<file path="config.mk">
export PLATFORM = sky130hd
export DESIGN_NAME = regfile_write_scheduler
export DESIGN_NICKNAME = d
export VERILOG_FILES = /design/src/rtl/upower_rf_pkg.sv /design/src/rtl/rr_arbiter2.sv /design/src/rtl/regfile_write_scheduler.sv
export SDC_FILE = /design/constraint.sdc
export NUM_CORES = 1
export LEC_CHECK = 0
export ABC_AREA = 0
export CAP_MARGIN = 30
export CORE_MARGIN = 4
export CORE_UTILIZATION = 35
export CTS_CLUSTER_SIZE = 28
export DETAILED_ROUTE_END_ITERATION = 8
export MAX_ROUTING_LAYER = met4
export PLACE_DENSITY = 0.73
export SLEW_MARGIN = 20
export SYNTH_ARGS = -nofsm -noshare
export SYNTH_HDL_FRONTEND = slang
export SYNTH_HIERARCHICAL = 1
export SYNTH_SLANG_ARGS = --single-unit
export TNS_END_PERCENT = 50
</file>
<file path="constraint.sdc">
create_clock -name clk -period 3.6 [get_ports clk]
set_input_delay 0.72 -clock clk [delete_from_list [all_inputs] [get_ports clk]]
set_output_delay 0.72 -clock clk [all_outputs]
set_load 0.05 [all_outputs]
</file>
<file path="src/rtl/upower_rf_pkg.sv">
// -----------------------------------------------------------------------------
// upower_rf_pkg
// Shared definitions for the uPower register-file write scheduler.
//   XLEN    : register data width
//   NREGS   : number of architectural registers
//   REG_AW  : register address width
//   wb_src_t: writeback source, used for the arbiter pointer and grant encoding
// -----------------------------------------------------------------------------
package upower_rf_pkg;

    localparam int XLEN   = 64;
    localparam int NREGS  = 32;
    localparam int REG_AW = 5;

    typedef enum logic {
        WB_ALU = 1'b0,
        WB_LD  = 1'b1
    } wb_src_t;

    // The requester that is not 's'; the pointer moves here after a grant.
    function automatic wb_src_t other_src(input wb_src_t s);
        return (s == WB_ALU) ? WB_LD : WB_ALU;
    endfunction

endpackage

</file>
<file path="src/rtl/rr_arbiter2.sv">
// -----------------------------------------------------------------------------
// rr_arbiter2
// Two-requester round-robin arbiter (ALU vs load writeback).
// A single requester is always granted; on contention the requester named by
// the pointer wins. After any grant the pointer moves to the other requester.
// Grants are forced low while rst is asserted.
//
// Ports
//   clk, rst   : clock, asynchronous active-high reset
//   req_alu    : ALU writeback request
//   req_ld     : load writeback request
//   gnt_alu    : one-hot grant, ALU
//   gnt_ld     : one-hot grant, load
//   gnt_valid  : some requester is granted this cycle
//   gnt_src    : which requester is granted (meaningful when gnt_valid)
// -----------------------------------------------------------------------------
module rr_arbiter2
    import upower_rf_pkg::*;
(
    input  logic    clk,
    input  logic    rst,
    input  logic    req_alu,
    input  logic    req_ld,
    output logic    gnt_alu,
    output logic    gnt_ld,
    output logic    gnt_valid,
    output wb_src_t gnt_src
);

    wb_src_t pref;
    wb_src_t pref_next;

    // State register
    // NOTE: sequential state uses non-blocking assignments so every flop
    // samples the values present before the edge.
    always_ff @(posedge clk or posedge rst) begin
        if (rst) begin
            pref <= WB_ALU;
        end else begin
            pref <= pref_next;
        end
    end

    // Next-state logic
    // NOTE: every always_comb output gets a default first, so no path can
    // leave it unassigned and infer a latch.
    always_comb begin
        pref_next = pref;
        if (gnt_valid) begin
            pref_next = other_src(gnt_src);
        end
    end

    // Output logic
    always_comb begin
        gnt_valid = 1'b0;
        gnt_src   = WB_ALU;
        if (!rst) begin
            if (req_alu && req_ld) begin
                gnt_valid = 1'b1;
                gnt_src   = pref;
            end else if (req_alu) begin
                gnt_valid = 1'b1;
                gnt_src   = WB_ALU;
            end else if (req_ld) begin
                gnt_valid = 1'b1;
                gnt_src   = WB_LD;
            end
        end
        gnt_alu = gnt_valid && (gnt_src == WB_ALU);
        gnt_ld  = gnt_valid && (gnt_src == WB_LD);
    end

endmodule

</file>
<file path="src/rtl/regfile_write_scheduler.sv">
// -----------------------------------------------------------------------------
// regfile_write_scheduler
// Shares the register file's single write port between the ALU and load
// writeback paths (round-robin), registers the winning write onto the port,
// and keeps a pending-write scoreboard so decode can detect RAW/WAW hazards.
//
// Optional feature macro: RF_BYPASS_EN
//   defined   : hazards clear during the commit cycle itself and the
//               byp_hit_x / byp_data_x ports forward the committing data.
//   undefined : hazards clear the cycle after the commit; no bypass ports.
//
// Ports
//   clk, rst                  : clock, asynchronous active-high reset
//   alu_valid/rd/data, alu_ready : ALU writeback request / accept
//   ld_valid/rd/data,  ld_ready  : load writeback request / accept
//   iss_valid, iss_rd, iss_ready : destination reservation from decode
//   chk_a, chk_b              : source registers to check
//   hazard_a, hazard_b        : source has an uncommitted pending write
//   flush                     : squash all reservations
//   rf_we, rf_waddr, rf_wdata : register-file write port
//   byp_hit_a/b, byp_data_a/b : forwarding of the committing write (bypass build)
// -----------------------------------------------------------------------------
module regfile_write_scheduler
    import upower_rf_pkg::*;
(
    input  logic              clk,
    input  logic              rst,
    input  logic              alu_valid,
    input  logic [REG_AW-1:0] alu_rd,
    input  logic [XLEN-1:0]   alu_data,
    output logic              alu_ready,
    input  logic              ld_valid,
    input  logic [REG_AW-1:0] ld_rd,
    input  logic [XLEN-1:0]   ld_data,
    output logic              ld_ready,
    input  logic              iss_valid,
    input  logic [REG_AW-1:0] iss_rd,
    output logic              iss_ready,
    input  logic [REG_AW-1:0] chk_a,
    input  logic [REG_AW-1:0] chk_b,
    output logic              hazard_a,
    output logic              hazard_b,
    input  logic              flush,
`ifdef RF_BYPASS_EN
    output logic              byp_hit_a,
    output logic              byp_hit_b,
    output logic [XLEN-1:0]   byp_data_a,
    output logic [XLEN-1:0]   byp_data_b,
`endif
    output logic              rf_we,
    output logic [REG_AW-1:0] rf_waddr,
    output logic [XLEN-1:0]   rf_wdata
);

    logic              gnt_valid;
    wb_src_t           gnt_src;
    logic [REG_AW-1:0] sel_rd;
    logic [XLEN-1:0]   sel_data;
    logic [NREGS-1:0]  pending;
    logic [NREGS-1:0]  pending_next;

    rr_arbiter2 u_arb (
        .clk       (clk),
        .rst       (rst),
        .req_alu   (alu_valid),
        .req_ld    (ld_valid),
        .gnt_alu   (alu_ready),
        .gnt_ld    (ld_ready),
        .gnt_valid (gnt_valid),
        .gnt_src   (gnt_src)
    );

    // Winning request steered to the commit register.
    always_comb begin
        sel_rd   = alu_rd;
        sel_data = alu_data;
        if (gnt_src == WB_LD) begin
            sel_rd   = ld_rd;
            sel_data = ld_data;
        end
    end

    // Commit register: address/data hold when nothing is granted.
    always_ff @(posedge clk or posedge rst) begin
        if (rst) begin
            rf_we    <= 1'b0;
            rf_waddr <= '0;
            rf_wdata <= '0;
        end else begin
            rf_we <= gnt_valid;
            if (gnt_valid) begin
                rf_waddr <= sel_rd;
                rf_wdata <= sel_data;
            end
        end
    end

    // Reservations are only blocked by an existing one (no WAW in flight).
    assign iss_ready = !pending[iss_rd];

    // Scoreboard update order: clear on commit, then set on issue (set wins),
    // then flush overrides everything.
    always_comb begin
        pending_next = pending;
        if (rf_we) begin
            pending_next[rf_waddr] = 1'b0;
        end
        if (iss_valid && iss_ready) begin
            pending_next[iss_rd] = 1'b1;
        end
        if (flush) begin
            pending_next = '0;
        end
    end

    // NOTE: the scoreboard is a flop vector, not a RAM, so it is reset with
    // the rest of the state; decode must never see stale reservations.
    always_ff @(posedge clk or posedge rst) begin
        if (rst) begin
            pending <= '0;
        end else begin
            pending <= pending_next;
        end
    end

`ifdef RF_BYPASS_EN
    // The consumer reads the register in the commit cycle, so a matching
    // in-flight write both clears the hazard and supplies the data.
    assign byp_hit_a  = rf_we && (rf_waddr == chk_a);
    assign byp_hit_b  = rf_we && (rf_waddr == chk_b);
    assign byp_data_a = byp_hit_a ? rf_wdata : '0;
    assign byp_data_b = byp_hit_b ? rf_wdata : '0;
    assign hazard_a   = pending[chk_a] && !byp_hit_a;
    assign hazard_b   = pending[chk_b] && !byp_hit_b;
`else
    assign hazard_a = pending[chk_a];
    assign hazard_b = pending[chk_b];
`endif

endmodule
</file>
* After elaboration in Yosys (flattened, before gate mapping)
Cells that the tools add are included.
** Operators by class
- Magnitude comparators :: 6
- Multiplexer cells :: 23
- Bitwise logic cells :: 4
- Reductions and logical operators :: 7
** Operator list (count)
- 2-to-1 mux 32 bit :: 3
- 2-to-1 mux 64 bit :: 1
- AND 32 bit :: 1
- inverter 32 bit :: 1
- OR 32 bit :: 1
- < comparator 5 x 6 -> 1 bit, second input constant :: 4
- binary-select mux 1 bit (select 5 bit) :: 3
- 2-to-1 mux 1 bit :: 13
- demux 1 bit (select 5 bit) :: 2
- greater-or-equal comparator 5 x 1 -> 1 bit, second input constant :: 2
- logical AND 1 bit :: 6
- 2-to-1 mux 5 bit :: 1
- logical NOT 1 bit :: 1
- inverter 1 bit :: 1
** Word-level totals
- Register bits after elaboration :: 103
- Input port bits :: 159
- Logic and storage cells :: 45

* Depth between registers and ports, before layout
Gate-level depths: netlist (run 1).
- Depth in word-level cells :: 10
- Gate-level depth with buffers :: 7
- Mapped depth without buffers :: 4

* By module
Netlist (run 1), hierarchy kept.
** By module, submodules not included
- regfile_write_scheduler :: instances 1, cells an instance 560, area an instance 5624.1 um^2
- rr_arbiter2 :: instances 1, cells an instance 11, area an instance 93.8 um^2

* Least setup slack after synthesis (run 1)
No wires, ideal clock.
- Kind :: in2out
- Start :: input port iss_rd[0]
- End :: output port iss_ready
- Arrival time :: 2.740 ns
- Setup slack :: 0.140 ns
- Stages on the path :: 5
- Buffers on the path :: 1
- Cells stage by stage :: buf_6 -> mux4_1 -> mux2i_1 -> o32ai_1 -> nor3_1
** On the way
- Longest elaborated chain between the ends :: 3
** RTL lines
- start: declaration :: RTL line regfile_write_scheduler.sv:37 : input logic [REG_AW-1:0] iss_rd,
- binary-select mux 1 bit (select 5 bit) :: RTL line regfile_write_scheduler.sv:99 : assign iss_ready = !pending[iss_rd];
- 2-to-1 mux 1 bit (implied by the code) :: RTL line regfile_write_scheduler.sv:99
- logical NOT 1 bit :: RTL line regfile_write_scheduler.sv:99
- end: declaration :: RTL line regfile_write_scheduler.sv:38 : output logic iss_ready,
Every way passes these cells. The select of a mux whose other input is x is not followed.

* Final worst setup path (run 1)
- Start :: input port iss_rd[1]
- End :: output port iss_ready
Same word-level chain as after synthesis.

==> flow_metrics.env, run 1 <==
export IMPL_cts_tree="yes"
export IMPL_criticalPathCategory="in2out"
export IMPL_fin_skew_ns=0.007643
export IMPL_vias=5160
export IMPL_synth_area_leaders="dfrtp_1 45%, mux2i_1 15%, a21oi_1 6.2%"
export IMPL_dieArea_um2=18450
export IMPL_max_stage_delay_ns=0.77
export IMPL_grt_max_degree=55
export IMPL_synth_compound_area_share_pct=12.01
export IMPL_muxShareOfSynthArea_pct=22.36
export IMPL_rrSetupSlack_ns=1.78
export IMPL_drt_pass1_iter_count=5
export IMPL_core_um2=15940
export IMPL_stdcell_count=1012
export IMPL_grt_use_met2_pct=34.35
export IMPL_tns_ns=0
export IMPL_route_detailed_drc=0
export IMPL_synth_ff_type="dfrtp_1"
export IMPL_synth_top_family_by_area="multiplexers"
export IMPL_synth_edff_count=0
export IMPL_synth_most_common_cell="dfrtp_1"
export IMPL_synth_cells=571
export IMPL_reg2reg_depth=3
export IMPL_rr_startpoint="pending[27]$_DFF_PP0_"
export IMPL_synth_async_reset_ratio_pct=100.0
export IMPL_worst_pin_slew_ns=0.6321
export IMPL_totalWireLength_um=18400
export IMPL_antenna_found_initial=1
export IMPL_yosysWarnings=6
export IMPL_finalHoldViolCount=0
export IMPL_min_path_cells=2
export IMPL_viasPerCell=5.099
export IMPL_rsz0062_at_grt="false"
export IMPL_status="complete, no violations"
export IMPL_numPortBuffers=233
export IMPL_grtUsageMet3_pct=2.998
export IMPL_worst_path_dominant_cell_family="buffers and inverters"
export IMPL_hold_path_class="reg2reg"
export IMPL_hpwl_um=14530
export IMPL_hold_end="rf_wdata[57]$_DFFE_PP0P_"
export IMPL_grt_pass1_vias=5226
export IMPL_yosysUniqueCellTypes=39
export IMPL_period_minus_slack_ns=3.358
export IMPL_drtIter0Drc=286
export IMPL_drive_gt1_share_pct=7.673
export IMPL_busiest_layer="met2"
export IMPL_syn_num_nets=730
export IMPL_htreeDepth=3
export IMPL_yosysSeqAreaShare_pct=45.08
export IMPL_yosys_area_share_simple_pct=17.26
export IMPL_p_leak_nw=3.448
export IMPL_synth_xor_xnor_area_share_pct=0
export IMPL_power_mw=3.646
export IMPL_synth_area_um2=5718
export IMPL_cts_buffer_depth=2
export IMPL_ys_ff_latch=103
export IMPL_syn2layout_area_growth_pct=51.68
export IMPL_setup_viol=0
export IMPL_grt_use_total_pct=20.64
export IMPL_ir_worst_vdd_v=0.0002195
export IMPL_cts_clk_slew_worst_paths_ns=0.07
export IMPL_synth_fa_ha_area_share_pct=0
export IMPL_cts_hold_buf=0
export IMPL_crit_chain="clkdlybuf4s50_1 -> mux4_2 -> mux2i_1 -> o32ai_1 -> nor3_1 -> buf_4 -> buf_12"
export IMPL_crit_fanout=12
export IMPL_place_inst=995
export IMPL_netlist_top_cells_count="103 x dfrtp_1, 88 x mux2i_1, 79 x nor2_1, 71 x a21oi_1, 44 x o21ai_0"
export IMPL_postSynthAreaPerCell_um2=10.01
export IMPL_use_met1_pct=25.47
export IMPL_pin_count=234
export IMPL_start_util_pct=35.87
export IMPL_cts_buffers=9
export IMPL_netlist_area_leader_share_pct=45.08
export IMPL_powerDensity_nw_per_um2=420.4
export IMPL_drv_cap=0
export IMPL_yosysTopAreaCell="dfrtp_1"
export IMPL_fin_crit_sh_pct=93.28
export IMPL_crit_arrival_ns=2.64
export IMPL_place_congestion=0.9144
export IMPL_start_kind="input pin"
export IMPL_root_buffer="clkbuf_16"
export IMPL_num_rows=46
export IMPL_postRouteAntennaNets=0
export IMPL_r2r_end="pending[24]$_DFF_PP0_"
export IMPL_fmax_mhz=297.8
export IMPL_slew_headroom_pct=57.86
export IMPL_grt_pass1_wl_um=28360
export IMPL_worst_ep_required_time_ns=2.88
export IMPL_maxSlewViolCount=0
export IMPL_die_h_um=135.8
export IMPL_cp_slowest_cell="clkdlybuf4s50_1"
export IMPL_endpoint_kind="output pin"
export IMPL_nNetsFinal=949
export IMPL_clkSinkCount=103
export IMPL_final_util_pct=54.40
export IMPL_wire_per_inst_um=18.18
export IMPL_path_buf_inv=3
export IMPL_fill_cells=1424
export IMPL_dieWidth_um=135.8
export IMPL_overflow=0
export IMPL_min_from="rf_wdata[57]$_DFFE_PP0P_"
export IMPL_worstSkewPairLatency_ns=0.35
## what timing repair did
item,4_1_cts,5_1_grt
setup buffers,0,0
setup endpoints to repair,0,1
resized for setup,0,1
## worst register-to-register path, stage by stage, from the launching register on
cell and delay, ns:
dfrtp_1 0.43, mux4_2 0.51, or4b_1 0.59, o21ai_0 0.20
## logic make-up after synthesis
kind of cell,count (synthesis)
and+or+nand+nor,188
buffers and inverters,44
DFF,103
AOI/OAI and AO/OA,130
muxes,106
## how the worst max path moves through the flow
stage / start / end / slack, ns / cells past startpoint
2_1_floorplan: iss_rd[0] / iss_ready / 0.14 / 5
3_3_place_gp: iss_rd[0] / iss_ready / 0.1 / 8
3_5_place_dp: iss_rd[0] / iss_ready / 0.1 / 8
4_1_cts: iss_rd[0] / iss_ready / 0.1 / 8
5_1_grt: iss_rd[1] / iss_ready / 0.11 / 7
6_report: iss_rd[1] / iss_ready / 0.24 / 7
## report_power, final
group | switching, mW | leakage [nW] | internal (mW)
Combinational | 0.710 | 2.05 | 0.476
Sequential | 0.0850 | 1.23 | 1.27
Clock | 0.425 | 0.164 | 0.682
Total | 1.22 | 3.45 | 2.43
## cells in the final DEF (no fill, tap or decap), types with 3 or more instances in the layout
cell	n
nand2b_1	5
o21ai_0	44
bufinv_16	3
mux4_1	4
inv_1	3
or3_4	4
o21ai_1	3
mux2i_1	88
a21oi_1	71
nor3b_1	4
buf_12	5
clkbuf_16	9
clkdlybuf4s50_1	227
nor2b_1	20
nand2_1	25
mux4_2	12
a22oi_1	4
buf_4	15
nand3b_1	26
dfrtp_1	103
nand4_1	3
nor2_1	78
nand3_1	10
## sequential cells by signal, indices dropped and copies added, names as in the netlist
register / flops
rf_wdata: 64
rf_waddr: 5
rf_we: 1
pending: 32
u_arb/pref: 1
## through the flow
step | area, um^2 | setup WS (ns) | hold WS [ns]
after floorplan | 5718 | 0.1404 | 0.4487
after global placement | 8332 | 0.09534 | 0.4977
after detailed placement | 8332 | 0.09976 | 0.5101
after CTS | 8668 | 0.09552 | 0.5249
after global routing | 8673 | 0.1138 | 0.5417
final | 8673 | 0.2418 | 0.5199
## final cells by class
cell class / count / area (um^2) / area share [%]
inverter: 4 / 17.52 / 0.2020
antenna: 1 / 2.502 / 0.02885
timing repair buffer: 248 / 2497 / 28.79
clock inverter: 5 / 103.9 / 1.197
sequential: 103 / 2577 / 29.72
multi-input combinational: 424 / 2972 / 34.26
clock buffer: 11 / 232.7 / 2.683
tap: 216 / 270.3 / 3.116
## routing by layer
| metal | up-vias | routed length, um |
|---|---|---|
| li1 | 2488 | - |
| met1 | 2420 | 7496 |
| met2 | 221 | 9321 |
| met3 | 31 | 1095 |
| met4 | 0 | 488 |
| met5 | - | 0 |
(Power assumes the default switching activity.)
==> inputs of run 2 (changes only) <==
--- a/config.mk
+++ b/config.mk
@@ -5,14 +5,14 @@
 export SDC_FILE = /design/constraint.sdc
 export NUM_CORES = 1
 export LEC_CHECK = 0
-export ABC_AREA = 0
 export CAP_MARGIN = 30
 export CORE_MARGIN = 4
 export CORE_UTILIZATION = 35
 export CTS_CLUSTER_SIZE = 28
 export DETAILED_ROUTE_END_ITERATION = 8
+export DONT_BUFFER_PORTS = 1
 export MAX_ROUTING_LAYER = met4
-export PLACE_DENSITY = 0.73
+export PLACE_DENSITY = 0.54
 export SLEW_MARGIN = 20
 export SYNTH_ARGS = -nofsm -noshare
 export SYNTH_HDL_FRONTEND = slang
==> flow_metrics.env, run 2 (synthesis gave the netlist of run 1 again) <==
export IMPL_fmax_mhz=347.5
export IMPL_cts_setup_buffers=0
export IMPL_period_minus_slack_ns=2.877
export IMPL_setup_viol=0
export IMPL_antenna_found_initial=0
export IMPL_drt_pass1_iter_count=7
export IMPL_dieArea_um2=18450
export IMPL_status="complete, no violations"
export IMPL_final_common_cell="dfrtp_1"
export IMPL_fill_cells=1562
export IMPL_wire_per_inst_um=21.30
export IMPL_worst_ep_required_time_ns=2.88
export IMPL_crit_arrival_ns=2.16
export IMPL_htreeDepth=3
export IMPL_core_um2=15940
export IMPL_pin_count=234
export IMPL_dieWidth_um=135.8
export IMPL_totalWireLength_um=16380
export IMPL_reg2reg_depth=4
export IMPL_drive_gt1_share_pct=8.680
export IMPL_postRouteAntennaNets=0
export IMPL_cts_buffers=9
export IMPL_powerDensity_nw_per_um2=488.1
export IMPL_place_congestion=0.8902
export IMPL_multi_input_area_um2=2972
export IMPL_clkSinkCount=103
export IMPL_grt_pass1_wl_um=25010
export IMPL_grt_max_degree=89
export IMPL_crit_fanout=4
export IMPL_finalHoldViolCount=0
export IMPL_cts_buffer_depth=2
export IMPL_top_layer="met4"
export IMPL_wl_met1_um=6421
export IMPL_grt_pass1_vias=4382
export IMPL_largest_register="rf_wdata"
export IMPL_ff_latch_area_um2=2577
export IMPL_start_kind="flip-flop"
export IMPL_fin_crit_sh_pct=79.93
export IMPL_hold_path_class="in2async"
export IMPL_criticalPathCategory="reg2out"
export IMPL_endpoint_kind="output pin"
export IMPL_viasPerCell=5.636
export IMPL_vias=4334
export IMPL_die_h_um=135.8
export IMPL_largestRegisters="rf_wdata (64), pending (32), rf_waddr (5)"
export IMPL_root_buffer="clkbuf_16"
export IMPL_overflow=0
export IMPL_route_detailed_drc=0
export IMPL_final_cell_mix="103 x dfrtp_1, 88 x mux2i_1, 78 x nor2_1"
export IMPL_final_util_pct=38.76
export IMPL_cts_hold_buf=0
export IMPL_power_mw=3.016
export IMPL_start_util_pct=35.87
export IMPL_diodes=0
export IMPL_num_rows=46
export IMPL_dr_wl_met3_um=1360
export IMPL_worstSkewPairLatency_ns=0.34
export IMPL_largest_register_ffs=64
export IMPL_syn2layout_area_growth_pct=8.074
export IMPL_drv_cap=0
export IMPL_maxSlewViolCount=0
export IMPL_rsz0062_at_grt="false"
export IMPL_hpwl_um=12330
export IMPL_worst_pin_slew_ns=0.8621
export IMPL_cts_tree="yes"
export IMPL_tns_ns=0
export IMPL_grt_use_total_pct=18.29
export IMPL_p_leak_nw=2.425
export IMPL_nNetsFinal=707
export IMPL_post_cts_resized=0
export IMPL_numPortBuffers=0
export IMPL_slew_headroom_pct=42.53
export IMPL_drtIter0Drc=361
export IMPL_cts_clk_slew_worst_paths_ns=0.07
export IMPL_ir_worst_vdd_v=0.0002462
export IMPL_route_met2_wl_um=8233
export IMPL_fin_skew_ns=0.005877
-- run 2: metrics by stage --
step / worst slack, ns / hold WS (ns) / std cells / cell area (um^2)
after floorplan: 0.1404 / 0.4487 / 571 / 5718
after global placement: 0.8293 / 0.4517 / 753 / 5907
after detailed placement: 0.7942 / 0.4544 / 753 / 5907
after CTS: 0.7071 / 0.07042 / 769 / 6180
after global routing: 0.5962 / 0.07903 / 769 / 6180
final: 0.7225 / 0.08893 / 769 / 6180
-- run 2: metal layers --
metal	global-route usage (%)	vias up
li1	-	2005
met1	21.81	2104
met2	30.12	197
met3	4.700	28
met4	6.607	0
met5	-	-
-- run 2: path summary, 6_finish.rpt --
path	startpoint	endpoint	slack, ns
max	pending[24]$_DFF_PP0_	hazard_a	0.72
min	rst	u_arb/pref$_DFFE_PP0P_	0.09
max reg2reg	rf_waddr[2]$_DFFE_PP0P_	pending[7]$_DFF_PP0_	1.79
min reg2reg	pending[10]$_DFF_PP0_	pending[10]$_DFF_PP0_	0.58
max in group asynchronous	rst	rf_we$_DFF_PP0_	2.54
min in group clk	flush	pending[1]$_DFF_PP0_	0.55
-- run 2: report_power, final --
group | internal (mW) | switching, mW
clock network | 0.473 | 0.439
registers | 1.26 | 0.505
logic | 0.143 | 0.196
-- run 2: final cells by class --
| class | instances | area share [%] |
|---|---|---|
| clock buffer | 10 | 3.705 |
| sequential | 103 | 41.71 |
| inverter | 4 | 0.2835 |
| multi-input combinational | 424 | 48.09 |
| timing repair buffer | 6 | 1.134 |
| clock inverter | 6 | 0.7086 |
| tap | 216 | 4.373 |
-- run 2: critical path, cell delays in order (launching register included) --
cell      delay, ns
dfrtp_1        0.44
mux4_2         0.49
mux2_2         0.29
nand3b_1       0.08
nand4_1        0.51
==> inputs of run 3 (changes only) <==
--- a/config.mk
+++ b/config.mk
@@ -12,7 +12,7 @@
 export DETAILED_ROUTE_END_ITERATION = 8
 export DONT_BUFFER_PORTS = 1
 export MAX_ROUTING_LAYER = met4
-export PLACE_DENSITY = 0.54
+export PLACE_DENSITY = 0.52
 export SLEW_MARGIN = 20
 export SYNTH_ARGS = -nofsm -noshare
 export SYNTH_HDL_FRONTEND = slang
==> constraint.sdc (replaced) <==
create_clock -name clk -period 2.9 [get_ports clk]
set_input_delay 0.58 -clock clk [delete_from_list [all_inputs] [get_ports clk]]
set_output_delay 0.58 -clock clk [all_outputs]
set_load 0.05 [all_outputs]
==> flow_metrics.env, run 3 (synthesis gave the netlist of run 1 again) <==
export IMPL_worstSkewPairLatency_ns=0.35
export IMPL_route_detailed_drc=0
export IMPL_grt_max_degree=93
export IMPL_place_ws_ns=0.3687
export IMPL_core_um2=15940
export IMPL_drv_cap=0
export IMPL_clkSinkCount=103
export IMPL_post_cts_resized=0
export IMPL_start_kind="flip-flop"
export IMPL_largest_register="rf_wdata"
export IMPL_fin_ws_ns=0.1688
export IMPL_fill_cells=1541
export IMPL_cp_slowest_cell="mux4_1"
export IMPL_drive_gt1_share_pct=9.319
export IMPL_crit_fanout=4
export IMPL_vias=4293
export IMPL_fin_crit_sh_pct=94.18
export IMPL_ir_worst_vdd_v=0.0002936
export IMPL_totalWireLength_um=16360
export IMPL_overflow=0
export IMPL_cts_clk_slew_worst_paths_ns=0.07
export IMPL_grt_use_total_pct=17.90
export IMPL_syn2layout_area_growth_pct=9.256
export IMPL_cts_buffer_depth=2
export IMPL_hold_slack_ns=0.2267
export IMPL_hold_path_class="in2async"
export IMPL_antenna_found_initial=0
export IMPL_final_cell_area_um2=6247
export IMPL_crit_chain="mux4_1 -> mux2i_1 -> o32ai_1 -> nor3_1 -> buf_4"
export IMPL_largest_register_ffs=64
export IMPL_finalHoldViolCount=0
export IMPL_drtIter0Drc=324
export IMPL_tns_ns=0
export IMPL_final_cell_mix="103 x dfrtp_1, 88 x mux2i_1, 78 x nor2_1"
export IMPL_dieArea_um2=18450
export IMPL_dieWidth_um=135.8
export IMPL_postRouteAntennaNets=0
export IMPL_rsz0062_at_grt="false"
export IMPL_grt_pass1_vias=4383
export IMPL_grt_pass1_wl_um=24540
export IMPL_multi_input_area_um2=2972
export IMPL_final_common_cell="dfrtp_1"
export IMPL_diodes=0
export IMPL_endpoint_kind="output pin"
export IMPL_powerDensity_nw_per_um2=605.5
export IMPL_max_stage_delay_ns=0.55
export IMPL_ff_latch_area_um2=2577
export IMPL_slew_headroom_pct=45.47
export IMPL_hpwl_um=12370
export IMPL_numPortBuffers=0
export IMPL_fin_skew_ns=0.009638
export IMPL_cts_hold_buf=1
export IMPL_maxSlewViolCount=0
export IMPL_wire_per_inst_um=21.14
export IMPL_drt_pass1_iter_count=5
export IMPL_cts_setup_buffers=0
export IMPL_period_minus_slack_ns=2.731
export IMPL_stdcell_count=774
export IMPL_largestRegisters="rf_wdata (64), pending (32), rf_waddr (5)"
export IMPL_path_buf_inv=1
export IMPL_root_buffer="clkbuf_16"
export IMPL_worst_pin_slew_ns=0.8179
export IMPL_die_h_um=135.8
export IMPL_status="complete, no violations"
export IMPL_placed_cell_area_um2=5951
export IMPL_nNetsFinal=712
export IMPL_setup_viol=0
export IMPL_worst_path_dominant_cell_family="multiplexers"
export IMPL_fmax_mhz=366.1
export IMPL_place_inst=757
export IMPL_cts_buffers=9
export IMPL_htreeDepth=3
export IMPL_start_util_pct=35.87
export IMPL_viasPerCell=5.547
export IMPL_criticalPathCategory="reg2out"
export IMPL_cts_tree="yes"
export IMPL_num_rows=46
export IMPL_p_leak_nw=2.455
export IMPL_place_congestion=0.8656
export IMPL_pin_count=234
export IMPL_crit_arrival_ns=2.15
export IMPL_worst_ep_required_time_ns=2.32
[run 3: worst register-to-register path: cells and delay by family, from the launching register on]
family | cells | cell delay [ns]
simple gates | 3 | 0.83
flops | 1 | 0.87
compound gates | 1 | 0.08
[run 3: where the power goes]
group          switching (mW)  internal (mW)
clock network           0.529          0.631
registers               0.620           1.56
logic                   0.252          0.186
total                    1.40           2.38
[run 3: cell type report]
| type | count | area share, % |
|---|---|---|
| Sequential cell | 103 | 41.26 |
| Timing Repair Buffer | 11 | 1.963 |
| Multi-Input combinational cell | 424 | 47.57 |
| Clock inverter | 4 | 0.4807 |
| Inverter | 4 | 0.3004 |
| Tap cell | 216 | 4.326 |
| Clock buffer | 12 | 4.106 |
[run 3: per-stage QoR]
step	power [mW]	util, %
3_3_place_gp	2.648	37.33
2_1_floorplan	2.531	-
5_1_grt	3.942	39.19
4_1_cts	3.835	39.19
3_5_place_dp	2.659	37.33
6_report	3.782	39.19
[run 3: path summary, 6_finish.rpt]
| path | from | end | slack (ns) | depth (start not counted) |
|---|---|---|---|---|
| worst max-delay path | pending[5]$_DFF_PP0_ | iss_ready | 0.17 | 5 |
| min in group clk | rst | rf_we$_DFF_PP0_ | 0.31 | 1 |
| worst min-delay path | rst | pending[19]$_DFF_PP0_ | 0.23 | 1 |
| worst max register to register | rf_waddr[2]$_DFFE_PP0P_ | pending[6]$_DFF_PP0_ | 0.99 | 4 |
| max in group asynchronous | rst | rf_wdata[56]$_DFFE_PP0P_ | 1.89 | 2 |
| worst min register to register | pending[11]$_DFF_PP0_ | pending[11]$_DFF_PP0_ | 0.57 | 2 |
[run 3: layer usage]
layer / wire (um) / GRT usage [%] / part of all wire, %
met5: 0 / - / 0
met4: 314 / 6.159 / 1.9
met3: 1230 / 4.293 / 7.5
met2: 8213 / 29.65 / 50
met1: 6602 / 21.53 / 40
